--- config.mk ---
export PLATFORM = sky130hd
export DESIGN_NAME = pipeline_controller
export DESIGN_NICKNAME = d
export VERILOG_FILES = /design/src/rtl/pipeline_controller.sv
export SDC_FILE = /design/constraint.sdc
export NUM_CORES = 1
export LEC_CHECK = 0
export ABC_AREA = 0
export CAP_MARGIN = 20
export CORE_UTILIZATION = 44
export CTS_BUF_LIST = sky130_fd_sc_hd__clkbuf_16
export DETAILED_ROUTE_END_ITERATION = 10
export PLACE_DENSITY_LB_ADDON = 0.05
export SYNTH_ARGS = -nofsm -noshare
export SYNTH_HDL_FRONTEND = slang
export SYNTH_SLANG_ARGS = --single-unit
--- constraint.sdc ---
create_clock -name clock -period 3.1 [get_ports clock]
set_clock_uncertainty 0.15 [all_clocks]
set_input_delay 0.31 -clock clock [delete_from_list [all_inputs] [get_ports clock]]
set_output_delay 0.31 -clock clock [all_outputs]
set_load 0.1 [all_outputs]
--- src/rtl/pipeline_controller.sv ---
// Stall/flush sequencer for the 5-stage core: merges EX redirects, ID/EX load-use
// hazards and multi-cycle MEM accesses into per-stage write enables and bubbles.
module pipeline_controller #(
    parameter int FLUSH_CYCLES = 2,
    parameter int MEM_TIMEOUT  = 15
) (
    input  logic       clock,
    input  logic       reset,
    input  logic [1:0] next_pc_select,
    input  logic [4:0] id_rs1,
    input  logic [4:0] id_rs2,
    input  logic       id_uses_rs1,
    input  logic       id_uses_rs2,
    input  logic [4:0] ex_rd,
    input  logic       ex_mem_read,
    input  logic       mem_req,
    input  logic       mem_ack,
    output logic       pc_write,
    output logic       if_id_write,
    output logic       id_ex_write,
    output logic       ex_mem_write,
    output logic       if_id_flush,
    output logic       id_ex_flush,
    output logic       mem_wb_flush,
    output logic       mem_error,
    output logic [1:0] ctrl_state
);

    localparam int WAIT_W = $clog2(MEM_TIMEOUT + 1);
    localparam logic [WAIT_W-1:0] TIMEOUT_V = WAIT_W'(MEM_TIMEOUT);
    localparam logic [2:0] FLUSH_INIT = 3'(FLUSH_CYCLES - 1);

    typedef enum logic [1:0] {
        RUN      = 2'd0,
        FLUSH    = 2'd1,
        MEM_WAIT = 2'd2
    } state_t;

    state_t            state, state_nxt, eval_state;
    logic [2:0]        flush_cnt, flush_cnt_nxt;
    logic [WAIT_W-1:0] wait_cnt, wait_cnt_nxt;
    logic              ret_flush, ret_flush_nxt;
    logic              redirect, load_use, mem_stall, evaluate, timeout;

    always_ff @(posedge clock or negedge reset) begin
        if (!reset) begin
            state     <= RUN;
            flush_cnt <= '0;
            wait_cnt  <= '0;
            ret_flush <= 1'b0;
        end else begin
            state     <= state_nxt;
            flush_cnt <= flush_cnt_nxt;
            wait_cnt  <= wait_cnt_nxt;
            ret_flush <= ret_flush_nxt;
        end
    end

    assign redirect  = (next_pc_select != 2'b00);
    assign load_use  = ex_mem_read && (ex_rd != 5'd0) &&
                       ((id_uses_rs1 && (id_rs1 == ex_rd)) ||
                        (id_uses_rs2 && (id_rs2 == ex_rd)));
    assign mem_stall = mem_req && !mem_ack;

    always_comb begin
        pc_write      = 1'b1;
        if_id_write   = 1'b1;
        id_ex_write   = 1'b1;
        ex_mem_write  = 1'b1;
        if_id_flush   = 1'b0;
        id_ex_flush   = 1'b0;
        mem_wb_flush  = 1'b0;
        mem_error     = 1'b0;
        state_nxt     = state;
        flush_cnt_nxt = flush_cnt;
        wait_cnt_nxt  = wait_cnt;
        ret_flush_nxt = ret_flush;
        eval_state    = state;
        evaluate      = 1'b1;
        timeout       = 1'b0;

        // An ack or timeout in MEM_WAIT behaves exactly like the return state this cycle
        if (state == MEM_WAIT) begin
            eval_state = ret_flush ? FLUSH : RUN;
            if (!mem_ack) begin
                if (wait_cnt == TIMEOUT_V) begin
                    timeout = 1'b1;
                end else begin
                    evaluate     = 1'b0;
                    pc_write     = 1'b0;
                    if_id_write  = 1'b0;
                    id_ex_write  = 1'b0;
                    ex_mem_write = 1'b0;
                    mem_wb_flush = 1'b1;
                    wait_cnt_nxt = wait_cnt + 1'b1;
                end
            end
        end

        if (evaluate) begin
            if ((state != MEM_WAIT) && mem_stall) begin
                pc_write      = 1'b0;
                if_id_write   = 1'b0;
                id_ex_write   = 1'b0;
                ex_mem_write  = 1'b0;
                mem_wb_flush  = 1'b1;
                state_nxt     = MEM_WAIT;
                wait_cnt_nxt  = WAIT_W'(1);
                ret_flush_nxt = (state == FLUSH);
            end else if (eval_state == FLUSH) begin
                if_id_flush   = 1'b1;
                id_ex_flush   = 1'b1;
                flush_cnt_nxt = flush_cnt - 3'd1;
                state_nxt     = (flush_cnt == 3'd1) ? RUN : FLUSH;
            end else if (redirect) begin
                if_id_flush = 1'b1;
                id_ex_flush = 1'b1;
                if (FLUSH_CYCLES > 1) begin
                    state_nxt     = FLUSH;
                    flush_cnt_nxt = FLUSH_INIT;
                end else begin
                    state_nxt = RUN;
                end
            end else if (load_use) begin
                pc_write    = 1'b0;
                if_id_write = 1'b0;
                id_ex_flush = 1'b1;
                state_nxt   = RUN;
            end else begin
                state_nxt = RUN;
            end
        end

        // The abandoned access still retires as a bubble
        if (timeout) begin
            mem_error    = 1'b1;
            mem_wb_flush = 1'b1;
        end

        if (!reset) begin
            pc_write     = 1'b0;
            if_id_write  = 1'b0;
            id_ex_write  = 1'b0;
            ex_mem_write = 1'b0;
            if_id_flush  = 1'b1;
            id_ex_flush  = 1'b1;
            mem_wb_flush = 1'b1;
            mem_error    = 1'b0;
        end
    end

    assign ctrl_state = reset ? state : RUN;

endmodule

==> flow_metrics.py <==
metrics = {
    "status": {
        "status": "finished with violations",
        "violations": "DRC",
    },
    "worst_setup_path": {
        "end_kind": "output pin",
        "path_class": "in -> out",
        "crit_fanout": 3,
        "cp_data_required_time_ns": 2.64,
        "startpoint_type": "primary input",
        "worst-endpoint-arrival_ns": 2.07,
        "critPathLaunch": "ex_rd[2]",
        "reg2reg_from": "wait_cnt[0]$_DFF_PN0_",
    },
    "synth": {
        "ys.flop_type": "dfrtp_1",
        "synthArstFlopShare": 1.00,
        "syn_nets": 116,
        "synthCells": 89,
        "synth_cell_types": 39,
        "ys_ff_latch": 10,
        "synth_edf_count": 0,
        "yosysSeqAreaShare": 0.318,
        "synth_area_um2": 786,
        "syn_area_per_cell_um2": 8.83,
        "yosys_warnings": 0,
    },
    "cells_and_area": {
        "fin_area_mm2": 0.00123,
        "areaGrowthSynthToFinish_pct": 56.5,
        "layout_commonest_cell": "clkdlybuf4s50_1",
        "drive_gt1_frac": 0.177,
        "n_fill_cell": 108,
        "nets": 152,
        "final-instance-count-excl-fill": 148,
        "final_cell_mix": "clkdlybuf4s50_1 (23), dfrtp_1 (10), xor2_1 (8), buf_4 (8), nor2_1 (7)",
        "diodes": 0,
    },
    "timing": {
        "relSlewSlack": 0.692,
        "worstMarginPinSlew_ns": 0.460,
        "final_hold_viol_count": 0,
        "worst_hold_slack_ns": 0.248,
        "slew_viol_final": 0,
        "rsz0062_at_grt": "no",
        "setup_violations": 0,
        "fin_crit_ns": 2.53,
        "max_freq_ghz": 0.395,
        "fin_crit_sh": 0.817,
        "setup-tns-final_ns": 0,
    },
    "grt": {
        "grt_pass1_vias": 769,
        "antenna_found_initial": 0,
        "grtUsageTotal": 0.226,
        "grt_overflow_total": 0,
        "grt_pass1_wl_mm": 3.15,
        "grt_max_degree": 13,
    },
    "detailed_routing": {
        "wirelength_mm": 1.90,
        "firstDrtPassIters": 9,
        "drt_iter0_drc": 14,
        "drc_errors": 1,
        "ant_nets": 0,
        "wire_per_inst_um": 12.9,
        "via_per_inst": 5.21,
        "vias": 771,
    },
    "clocking": {
        "cts_max_level": 1,
        "cts_max_path_buffers": 2,
        "cts_resized": 0,
        "cts_hold_buffers": 0,
        "clock-sinks": 10,
        "path_clk_slew_ns": 0.04,
        "clockRootBuffer": "clkbuf_16",
        "clock_latency_ns": 0.23,
        "cts_tree": "done",
        "cts_buffers": 3,
        "cts_setup_buffers": 0,
    },
    "flow_run": {
        "drv_cap": 0,
    },
    "die": {
        "dieWidth_um": 44.3,
        "die_h_um": 44.3,
        "io_pins": 34,
        "rows": 14,
        "core_mm2": 0.00159,
        "start_util": 0.493,
        "dieArea_mm2": 0.00196,
    },
    "placed_design": {
        "dpl_cell_area_mm2": 0.00115,
        "place_inst": 144,
        "port_buffers": 33,
        "hpwlAfterDp_mm": 1.51,
        "finalWeightedCongestion": 0.835,
    },
    "hold_path": {
        "hold_class": "in -> async",
    },
    "pwr": {
        "power.density_mw_per_mm2": 618,
        "p_leak_nw": 0.528,
        "vdd_drop_max_mv": 0.557,
        "power_uw": 760,
    },
}
## critical path, cell delays in order
cell and delay (ns):
clkdlybuf4s50_1 0.46, xor2_1 0.19, nor4_2 0.30, a32oi_1 0.17, o311a_1 0.44, buf_12 0.20
## per-layer routing
metal | GRT usage | share of wire | wire length (µm) | up-vias
li1 | - | - | - | 386
met1 | 0.233 | 0.41 | 788 | 346
met2 | 0.421 | 0.51 | 968 | 35
met3 | 0.0531 | 0.066 | 126 | 4
met4 | 0.109 | 0.011 | 21 | 0
met5 | 0 | 0 | 0 | -
## path summary, 6_finish.rpt
| kind | to | slack (ns) | depth (start not counted) |
|---|---|---|---|
| max reg2reg | flush_cnt[1]$_DFFE_PN0P_ | 1.47 | 6 |
| min reg2reg | flush_cnt[1]$_DFFE_PN0P_ | 0.39 | 2 |
| min in group clock | flush_cnt[1]$_DFFE_PN0P_ | 0.39 | 2 |
| min | state[0]$_DFFE_PN0N_ | 0.25 | 1 |
| max | pc_write | 0.57 | 6 |
| max in group asynchronous | wait_cnt[2]$_DFF_PN0_ | 2.08 | 2 |
## final cells by class
class,instances,area (µm²),share of cell area
timing repair buffer,34,350,0.285
clock buffer,3,75.1,0.0610
tap,24,30.0,0.0244
sequential,10,250,0.203
inverter,6,22.5,0.0183
clock inverter,1,3.75,0.00305
multi-input combinational,70,498,0.405
## logic make-up (layout without fill, tap and decap cells)
| group | count (synthesis) | in the layout | share of synthesized area |
|---|---|---|---|
| compound gates | 24 | 24 | 0.215 |
| xor+xnor | 10 | 10 | 0.111 |
| fa+ha+maj | 3 | 3 | 0.0478 |
| buf+inv | 9 | 44 | 0.0573 |
| flops | 10 | 10 | 0.318 |
| mux | 1 | 1 | 0.0127 |
| simple gates | 32 | 32 | 0.237 |
## state kept, by name, summed over array words and instances, names as in the netlist
signal     flops
flush_cnt      3
ret_flush      1
state          2
wait_cnt       4
## cells in the mapped netlist, types with 3 or more instances
master    instances  area, µm²
a21oi_1           5       25.0
and2_1            3       18.8
and3_1            3       18.8
buf_4             3       22.5
dfrtp_1          10        250
ha_1              3       37.5
inv_1             5       18.8
nand2_1           5       18.8
nand2b_1          3       18.8
nor2_1            7       26.3
o21ai_0           4       20.0
xor2_1            8       70.1
## metrics by stage
step,utilization,worst slack [ns]
2_1_floorplan,-,0.241
3_3_place_gp,0.722,0.616
3_5_place_dp,0.722,0.559
4_1_cts,0.772,0.552
5_1_grt,0.772,0.492
6_report,0.772,0.567
## power by group
part           switching (mW)  internal, mW  total [mW]
combinational           0.212         0.124       0.336
sequential             0.0278         0.170       0.198
clock                  0.0568         0.169       0.225
total                   0.297         0.463       0.760
(Power assumes the default switching activity.)
